--- config.mk ---
export PLATFORM = sky130hd
export DESIGN_NAME = prog_loader
export DESIGN_NICKNAME = d
export VERILOG_FILES = /design/src/rtl/loader_pkg.sv /design/src/rtl/prog_loader_resp_tx.sv /design/src/rtl/prog_loader.sv
export SDC_FILE = /design/constraint.sdc
export NUM_CORES = 1
export LEC_CHECK = 0
export CAP_MARGIN = 10
export CORE_MARGIN = 1.5
export CORE_UTILIZATION = 41
export DETAILED_ROUTE_END_ITERATION = 6
export PLACE_DENSITY = 0.66
export SLEW_MARGIN = 30
export SYNTH_ARGS = -nofsm -noshare
export SYNTH_HDL_FRONTEND = slang
export SYNTH_SLANG_ARGS = --single-unit
--- constraint.sdc ---
create_clock -name clk -period 2.95 [get_ports clk]
set_input_delay 0.295 -clock clk [delete_from_list [all_inputs] [get_ports clk]]
set_output_delay 0.295 -clock clk [all_outputs]
set_load 0.01 [all_outputs]
--- src/rtl/loader_pkg.sv ---
// Shared types and constants for the program loader: FSM state encoding,
// response status codes and frame/response widths.
package loader_pkg;

  typedef enum logic [2:0] {
    IDLE   = 3'd0,
    LEN_LO = 3'd1,
    WHI    = 3'd2,
    WLO    = 3'd3,
    CHK    = 3'd4,
    START  = 3'd5,
    RUN    = 3'd6,
    RESP   = 3'd7
  } loader_state_t;

  localparam logic [7:0] ST_OK  = 8'h00;
  localparam logic [7:0] ST_LEN = 8'h01;
  localparam logic [7:0] ST_CHK = 8'h02;
  localparam logic [7:0] ST_TMO = 8'h03;

  localparam int ADDR_W = 10;
  localparam int WORD_W = 16;
  localparam int RESP_W = 24;

  // Response frame as sent on the wire: status first, then result hi, result lo.
  function automatic logic [RESP_W-1:0] pack_resp(input logic [7:0] status,
                                                  input logic [WORD_W-1:0] result);
    return {status, result};
  endfunction

endpackage

--- src/rtl/prog_loader_resp_tx.sv ---
// resp_tx: serialises a 24-bit {status, result} response into three bytes,
// MSB first, over a valid/ready byte port; o_done marks the final accept.
module resp_tx
  import loader_pkg::*;
(
  input  logic              clk,
  input  logic              nrst,
  input  logic              i_load,
  input  logic [RESP_W-1:0] i_payload,
  input  logic              i_tx_ready,
  output logic              o_tx_valid,
  output logic [7:0]        o_tx_data,
  output logic              o_done
);

  logic        r_valid;
  logic [7:0]  r_data;
  logic [15:0] r_shift;
  logic [1:0]  r_left;
  logic        w_fire;

  // A byte moves when valid and ready are both high on a rising edge;
  // data and valid hold unchanged while ready is low.
  assign w_fire     = r_valid & i_tx_ready;
  assign o_tx_valid = r_valid;
  assign o_tx_data  = r_data;
  assign o_done     = w_fire & (r_left == 2'd0);

  always_ff @(posedge clk or negedge nrst) begin
    if (!nrst) begin
      r_valid <= 1'b0;
      r_data  <= 8'h00;
      r_shift <= 16'h0000;
      r_left  <= 2'd0;
    end else if (i_load) begin
      r_valid <= 1'b1;
      r_data  <= i_payload[23:16];
      r_shift <= i_payload[15:0];
      r_left  <= 2'd2;
    end else if (w_fire) begin
      if (r_left == 2'd0) begin
        r_valid <= 1'b0;
      end else begin
        r_data  <= r_shift[15:8];
        r_shift <= {r_shift[7:0], 8'h00};
        r_left  <= r_left - 2'd1;
      end
    end
  end

endmodule

--- src/rtl/prog_loader.sv ---
// prog_loader: receives a length-prefixed program frame, writes it to the core's
// code RAM, starts the core, and returns a 3-byte status/result response.
// Optional trailing XOR checksum byte enabled by defining LOADER_CHECKSUM_EN.
module prog_loader
  import loader_pkg::*;
#(
  parameter int DEPTH   = 1024,
  parameter int TIMEOUT = 65535
) (
  input  logic               clk,
  input  logic               nrst,
  input  logic [7:0]         rx_data,
  input  logic               rx_valid,
  output logic               rx_ready,
  output logic [7:0]         tx_data,
  output logic               tx_valid,
  input  logic               tx_ready,
  output logic [ADDR_W-1:0]  cpu_addr,
  output logic               cpu_wr,
  output logic [WORD_W-1:0]  cpu_datain,
  output logic               cpu_start,
  input  logic               cpu_ready,
  input  logic [WORD_W-1:0]  cpu_out,
  output logic               busy,
  output logic [2:0]         dbg_state
);

  localparam int TW = (TIMEOUT < 2) ? 1 : $clog2(TIMEOUT + 1);
  localparam logic [TW-1:0] TMO_LAST = TW'(TIMEOUT);
`ifdef LOADER_CHECKSUM_EN
  localparam loader_state_t AFTER_DATA = CHK;
`else
  localparam loader_state_t AFTER_DATA = START;
`endif

  loader_state_t r_state;
  loader_state_t w_state_nxt;

  logic [15:0]       r_len;
  logic [15:0]       r_idx;
  logic [7:0]        r_hi;
  logic              r_cpu_wr;
  logic [ADDR_W-1:0] r_cpu_addr;
  logic [WORD_W-1:0] r_cpu_datain;
  logic              r_cpu_start;
  logic [TW-1:0]     r_cnt;
  logic [7:0]        r_status;
  logic [WORD_W-1:0] r_result;
  logic              r_resp_load;
`ifdef LOADER_CHECKSUM_EN
  logic [7:0]        r_chk;
`endif

  logic              w_rx_fire;
  logic [15:0]       w_len_full;
  logic              w_len_over;
  logic              w_last_word;
  logic              w_wr_en;
  logic              w_start_en;
  logic              w_resp_load;
  logic [7:0]        w_status_nxt;
  logic [WORD_W-1:0] w_result_nxt;
  logic              w_tx_done;
  logic [RESP_W-1:0] w_payload;

  // Inbound bytes use valid/ready: a byte is consumed on a rising edge where
  // rx_valid and rx_ready are both high; rx_ready depends only on state.
  assign rx_ready    = r_state inside {IDLE, LEN_LO, WHI, WLO, CHK};
  assign w_rx_fire   = rx_valid & rx_ready;
  assign w_len_full  = {r_len[15:8], rx_data};
  assign w_len_over  = 32'(w_len_full) > 32'(DEPTH);
  assign w_last_word = (r_idx == (r_len - 16'd1));
  assign w_payload   = pack_resp(r_status, r_result);

  assign cpu_wr     = r_cpu_wr;
  assign cpu_addr   = r_cpu_addr;
  assign cpu_datain = r_cpu_datain;
  assign cpu_start  = r_cpu_start;
  assign busy       = (r_state != IDLE);
  assign dbg_state  = r_state;

  always_ff @(posedge clk or negedge nrst) begin
    if (!nrst) r_state <= IDLE;
    else       r_state <= w_state_nxt;
  end

  always_comb begin
    w_state_nxt  = r_state;
    w_wr_en      = 1'b0;
    w_start_en   = 1'b0;
    w_resp_load  = 1'b0;
    w_status_nxt = ST_OK;
    w_result_nxt = '0;
    case (r_state)
      IDLE: begin
        if (w_rx_fire) w_state_nxt = LEN_LO;
      end
      LEN_LO: begin
        if (w_rx_fire) begin
          if (w_len_full == 16'h0000) begin
            w_state_nxt = AFTER_DATA;
          end else if (w_len_over) begin
            w_resp_load  = 1'b1;
            w_status_nxt = ST_LEN;
            w_state_nxt  = RESP;
          end else begin
            w_state_nxt = WHI;
          end
        end
      end
      WHI: begin
        if (w_rx_fire) w_state_nxt = WLO;
      end
      WLO: begin
        if (w_rx_fire) begin
          w_wr_en     = 1'b1;
          w_state_nxt = w_last_word ? AFTER_DATA : WHI;
        end
      end
      CHK: begin
`ifdef LOADER_CHECKSUM_EN
        if (w_rx_fire) begin
          if (rx_data == r_chk) begin
            w_state_nxt = START;
          end else begin
            w_resp_load  = 1'b1;
            w_status_nxt = ST_CHK;
            w_state_nxt  = RESP;
          end
        end
`else
        w_state_nxt = IDLE;
`endif
      end
      START: begin
        // Entered on the edge that registers the final write, so the start
        // pulse always lands at least one cycle after cpu_wr.
        if (cpu_ready && !r_cpu_wr) begin
          w_start_en  = 1'b1;
          w_state_nxt = RUN;
        end
      end
      RUN: begin
        // The core only drops ready after it has seen the start pulse, so
        // ready is ignored during the pulse cycle itself.
        if (!r_cpu_start && cpu_ready) begin
          w_resp_load  = 1'b1;
          w_status_nxt = ST_OK;
          w_result_nxt = cpu_out;
          w_state_nxt  = RESP;
        end else if (r_cnt == TMO_LAST) begin
          w_resp_load  = 1'b1;
          w_status_nxt = ST_TMO;
          w_state_nxt  = RESP;
        end
      end
      RESP: begin
        if (w_tx_done) w_state_nxt = IDLE;
      end
      default: w_state_nxt = IDLE;
    endcase
  end

  always_ff @(posedge clk or negedge nrst) begin
    if (!nrst) begin
      r_len        <= 16'h0000;
      r_idx        <= 16'h0000;
      r_hi         <= 8'h00;
      r_cpu_wr     <= 1'b0;
      r_cpu_addr   <= '0;
      r_cpu_datain <= '0;
      r_cpu_start  <= 1'b0;
      r_cnt        <= '0;
      r_status     <= ST_OK;
      r_result     <= '0;
      r_resp_load  <= 1'b0;
    end else begin
      r_cpu_wr    <= w_wr_en;
      r_cpu_start <= w_start_en;
      r_resp_load <= w_resp_load;
      if (r_state == IDLE && w_rx_fire) r_len[15:8] <= rx_data;
      if (r_state == LEN_LO && w_rx_fire) begin
        r_len <= w_len_full;
        r_idx <= 16'h0000;
      end
      if (r_state == WHI && w_rx_fire) r_hi <= rx_data;
      if (w_wr_en) begin
        r_cpu_addr   <= r_idx[ADDR_W-1:0];
        r_cpu_datain <= {r_hi, rx_data};
        r_idx        <= r_idx + 16'd1;
      end
      if (w_start_en)          r_cnt <= '0;
      else if (r_state == RUN) r_cnt <= r_cnt + TW'(1);
      if (w_resp_load) begin
        r_status <= w_status_nxt;
        r_result <= w_result_nxt;
      end
    end
  end

`ifdef LOADER_CHECKSUM_EN
  // Running XOR over every frame byte from LEN_HI onwards.
  always_ff @(posedge clk or negedge nrst) begin
    if (!nrst)                           r_chk <= 8'h00;
    else if (r_state == IDLE && w_rx_fire) r_chk <= rx_data;
    else if (w_rx_fire)                  r_chk <= r_chk ^ rx_data;
  end
`endif

  resp_tx u_resp_tx (
    .clk        (clk),
    .nrst       (nrst),
    .i_load     (r_resp_load),
    .i_payload  (w_payload),
    .i_tx_ready (tx_ready),
    .o_tx_valid (tx_valid),
    .o_tx_data  (tx_data),
    .o_done     (w_tx_done)
  );

endmodule

[After elaboration in Yosys (flattened, before gate mapping)]
Index checks and enable logic that the tools add are counted.
Storage, ports and cells
  bits of input ports: 29
  output and inout bits: 42
  logic and storage cells: 109
  bits in registers: 139
Operators by class
  bitwise logic cells: 4
  equal/unequal tests: 17
  add/subtract/negate cells: 4
  $lt $le $gt $ge: 1
  muxes and demuxes: 46
  reductions and logical operators: 20
Operator list (count)
  two-way mux 16 bit: 9
  two-way mux 3 bit: 11
  adder 16 x 1 -> 16 bit, second input constant: 2
  two-way mux 8 bit: 3
  case mux 3 bit (8 select lines): 1
  equality test 16 bit: 1
  equality test 16 bit, second input constant: 1
  greater-than comparator 16 x 11 -> 1 bit, second input constant: 1
  zero test 16 bit: 1
  subtractor 16 x 1 -> 16 bit, second input constant: 1
  two-way mux 1 bit: 15
  equality test 3 bit, second input constant: 4
  inequality test 2 bit, second input constant: 6
  two-way mux 2 bit: 5
  nonzero test 2 bit: 4
  AND reduction 7 bit: 1
  equality test 3 x 2 -> 1 bit, second input constant: 2
  AND reduction 2 bit: 3
  logical AND 1 bit: 5
  nonzero test 5 bit: 1
  case mux 2 bit (2 select lines): 1
  AND 1 bit: 3
  equality test 3 x 1 -> 1 bit, second input constant: 1
  zero test 3 bit: 1
  8 further kinds: 9

[Longest topological paths before layout]
  depth after elaboration: 6
  depth in mapped cells: 9
  depth with buffers taken out: 8

[Cells and area by module]
Synthesis repeated with hierarchy kept, for this count alone.
Second synthesis, totals
  cell total of the unflattened synthesis: 616
  area total of the unflattened synthesis: 6411.1 µm²
By module, submodules not included
  prog_loader: times used 1, sequential area each 2652.5 µm², cells an instance 480, area each 5091.1 µm²
  resp_tx: times used 1, sequential area each 675.6 µm², cells an instance 136, area each 1320.0 µm²

[Worst setup path after synthesis]
Ideal clock, no wire load.
  path kind: register -> register
  start point: register r_len[0]
  end point: register r_state[1] (netlist: dbg_state[1])
  setup time: 124 ps
  arrival: 2321 ps
  period minus slack after synthesis: 2445 ps
  stages on the path, launching flop included: 9
  buffers on the path: 0
  required time: 2826 ps
  slack: 505 ps
  cell sequence: dfrtp_1 > inv_1 > ha_1 > or3b_1 > nor3_4 > o211ai_1 > a2111oi_2 > a41oi_1 > a211o_1
On the way
  cells in the longest elaborated chain, start to end: 5
RTL lines
  from (decl): RTL line prog_loader.sv:39  | logic [15:0] r_len;
  from (signal assigned): RTL line prog_loader.sv:183  | r_len <= w_len_full;
  subtractor 16 x 1 -> 16 bit: RTL line prog_loader.sv:72  | assign w_last_word = (r_idx == (r_len - 16'd1));
  equality test 16 bit: RTL line prog_loader.sv:72
  two-way mux 3 bit: RTL line prog_loader.sv:117  | w_state_nxt = w_last_word ? AFTER_DATA : WHI;
  two-way mux 3 bit: RTL line prog_loader.sv:115  | if (w_rx_fire) begin
  case mux 3 bit (8 select lines): RTL line prog_loader.sv:94  | case (r_state)
  to (signal assigned): RTL line prog_loader.sv:84  | else r_state <= w_state_nxt;
  to (decl): RTL line prog_loader.sv:36  | loader_state_t r_state;
Every way passes these cells. The select of a mux whose other input is x is not followed.
A chain may end at the register's enable or synchronous reset.

[Final worst setup path]
Same ends and word-level chain as after synthesis.

==> results.py <==
metrics = {
    "sta": {
        "grt_setup_unrepaired": "no",
        "relSlewSlack": 0.605,
        "tightestPinTransition_ns": 0.591,
        "slew_viol_final": 0,
        "max_freq_mhz": 363,
        "finalCriticalPeriod_ns": 2.76,
        "hold_viol": 0,
        "skew_ns": 0.00707,
        "tns_ns": 0,
        "setup_viol": 0,
        "finalHoldWorstSlack_ns": 0.402,
        "period_share": 0.934,
    },
    "final_layout": {
        "multiInputGateArea_um2": 2690,
        "synthToLayoutAreaGrowth_pct": 25.5,
        "final_layout_size_suffix_gt1_frac": 0.107,
        "regArea_um2": 3330,
        "antenna_cells": 0,
        "nets": 740,
        "n_fill_cell": 1323,
    },
    "placement": {
        "globalplace.congestion": 0.855,
        "port_buffers": 70,
        "hpwl_mm": 10.1,
    },
    "synth": {
        "ys_ff_latch": 133,
        "synth_flop_cell": "dfrtp_1",
        "yosys.cell_types.count": 62,
        "async_reset_ff_frac": 1.00,
        "yosysWarnings": 0,
        "synth_edf_count": 0,
        "synthesis.nets": 666,
        "synth_cells": 633,
        "synthesis.area_um2": 6200,
        "seq_area_frac_synth": 0.537,
        "avgSynthCellArea_um2": 9.79,
    },
    "worst_setup_path": {
        "end_kind": "flop",
        "reg2reg_depth": 8,
        "cp.arrival_ns": 3.06,
        "r2r-start": "r_len[0]",
        "critical_path_class": "reg2reg",
        "cp-endpoint": "dbg_state[1]",
        "startpoint_type": "flop",
        "critPathLaunch": "r_len[0]",
        "crit_required_ns": 3.25,
        "reg2reg_to": "dbg_state[1]",
        "crit_path_top_delay_cell": "a2111oi_2",
        "rrSetupSlack_ns": 0.19,
        "cpPeakStageDelay_ns": 0.45,
        "crit_chain": "inv_1, ha_1, or3b_1, nor3_4, o211ai_1, a2111oi_2, a41oi_1, a211o_1",
        "cp_max_fo": 7,
    },
    "clock_network": {
        "clk_pin_slew_worst_paths_ns": 0.06,
        "htreeDepth": 4,
        "clkLatencyLatePin_ns": 0.42,
        "cts_tree": "yes",
        "cts_sinks": 133,
        "cts.path.max_buffers": 2,
        "post_cts.repair.setup_buffers": 0,
        "ctsRootBufferMaster": "clkbuf_16",
        "cts_buffers": 17,
    },
    "run_status": {
        "outcome": "complete, but fails checks",
        "violations": "design-rule violations",
    },
    "detailed_routing": {
        "drcViolationCount": 1,
        "drt_iter0_markers": 262,
        "ant_nets": 0,
        "num_vias": 4834,
        "drt_first_pass_iters": 7,
        "wl_per_cell_um": 15.9,
        "totalWireLength_mm": 14.4,
        "routed_via_density": 5.35,
    },
    "die": {
        "die_h_um": 126,
        "dieWidth_um": 126,
        "start_util": 0.423,
        "io_pins": 71,
        "die_area_um2": 15900,
        "rows": 44,
        "core-area_um2": 14600,
    },
    "grt": {
        "grt_max_degree": 64,
        "grt_pass1_wl_mm": 24.3,
        "first_global_vias": 4836,
        "grt_use_total": 0.195,
        "grt_overflow": 0,
        "grt_antenna_before_repair": 0,
    },
    "flow_run": {
        "cap_viol_max_count": 0,
    },
    "power": {
        "ir_drop_mv": 0.379,
        "p_leak_nw": 3.47,
        "powerDensity_nw_per_um2": 893,
    },
    "worst_hold_path": {
        "hp-class": "in2async",
    },
}
routing by layer:
layer,vias to the layer above,GRT usage,wire [um]
met1,2371,0.249,6390
met5,-,0,0
met3,26,0.0480,583
met2,97,0.318,7010
met4,0,0.0832,404
li1,2340,-,-
worst max-delay path: cells and delay by family (launching register included):
family                   cells  cell delay [ns]
AO/OA/AOI/OAI                4             1.16
AND/OR/NAND/NOR              2             0.68
flip-flops                   1             0.44
adder cells (fa/ha/maj)      1             0.25
buffers and inverters        1             0.10
layout by cell type, fill, tap and decap left out, types with 6 or more instances in the layout:
master           netlist  final
inv_1                  9      9
mux2i_1               20     20
nor2_1                37     37
clkdlybuf4s50_1        0     69
a22o_1                17     17
o21ai_0               41     41
mux2_2                16     16
xnor2_1               13     13
nor3_1                 6      6
buf_4                  0     17
nand2_1              166    166
a21oi_1               15     15
nand3_1               23     23
xor2_1                19     19
nand4_1               13     13
dfrtp_1              133    133
clkbuf_16              0     17
synthesized netlist by cell type (2+ instances only):
cell type,count,area (um^2)
clkbuf_1,26,97.6
and3_1,3,18.8
nand4_1,13,81.3
a31oi_1,2,12.5
and3b_1,2,17.5
a21oi_1,15,75.1
nor3b_1,3,22.5
nand3_1,23,115
ha_1,4,50.1
o211ai_1,2,15.0
inv_1,9,33.8
buf_1,2,7.51
xnor2_1,13,114
a221oi_1,2,17.5
nor2_1,37,139
a211o_1,2,17.5
or4_1,3,22.5
or3b_2,2,17.5
o2111ai_1,2,17.5
a22o_1,17,149
buf_2,3,15.0
nor3_1,6,30.0
nand2_1,166,623
nor2b_1,2,12.5
nand2b_1,3,18.8
o21ai_0,41,205
buf_6,2,22.5
xor2_1,19,166
and4_1,2,17.5
dfrtp_1,133,3330
mux2i_1,20,200
o21ai_1,2,10.0
nor4_1,5,31.3
mux2_2,16,180
or3_1,4,25.0
cell type report:
| cell class | instances | share of cell area |
|---|---|---|
| flip-flops and latches | 133 | 0.428 |
| multi-input cells | 456 | 0.345 |
| repair buffers | 88 | 0.109 |
| clock buffers | 17 | 0.0547 |
| well taps | 184 | 0.0296 |
| clock inverters | 15 | 0.0283 |
| inverters | 11 | 0.00531 |
where the power goes:
| part | leakage (nW) | internal (W) | switching, W |
|---|---|---|---|
| Clock | 0.312 | 0.00144 | 0.000848 |
| Combinational | 1.46 | 0.000933 | 0.000785 |
| Sequential | 1.69 | 0.00238 | 0.000565 |
state kept, by name (all words and copies together), names as in the netlist:
register / flops
cpu_datain: 16
r_cnt: 16
r_idx: 16
r_len: 16
r_result: 16
u_resp_tx.r_shift: 16
cpu_addr: 10
r_hi: 8
u_resp_tx.o_tx_data: 8
dbg_state: 3
r_status: 2
u_resp_tx.r_left: 2
cpu_start: 1
cpu_wr: 1
r_resp_load: 1
u_resp_tx.o_tx_valid: 1
cells by family after synthesis:
group | synth area share
AOI/OAI and AO/OA | 0.0997
xor gates and xnor gates | 0.0515
adders and majority gates | 0.00807
muxes | 0.0614
and+or+nand+nor | 0.213
buffers and inverters | 0.0297
DFF | 0.537
repair_timing:
item | CTS | global route
endpoints found under the hold margin | 36 | 0
endpoints found under the setup margin | 0 | 0
hold buffers | 1 | 0
resized for setup | 0 | 0
through the flow:
stage | worst slack (ns) | instance area, um^2 | std cells | total power [W] | utilization
after floorplan | 0.505 | 6200 | 633 | 0.00397 | -
after detailed placement | 0.248 | 7130 | 871 | 0.00470 | 0.487
after CTS | 0.225 | 7780 | 904 | 0.00702 | 0.531
final | 0.194 | 7780 | 904 | 0.00695 | 0.531
after global placement | 0.367 | 7130 | 871 | 0.00460 | 0.487
after global routing | 0.0262 | 7780 | 904 | 0.00737 | 0.531
worst min-delay path by stage:
stage	from	to	slack, ns
3_3_place_gp	nrst	cpu_addr[3]	0.30
5_1_grt	nrst	cpu_addr[2]	0.45
4_1_cts	nrst	r_idx[8]	0.41
2_1_floorplan	nrst	cpu_addr[0]	-0.0006
6_report	nrst	cpu_addr[5]	0.40
3_5_place_dp	nrst	cpu_addr[2]	0.31
Note: power is estimated with default switching activity, not from simulation.
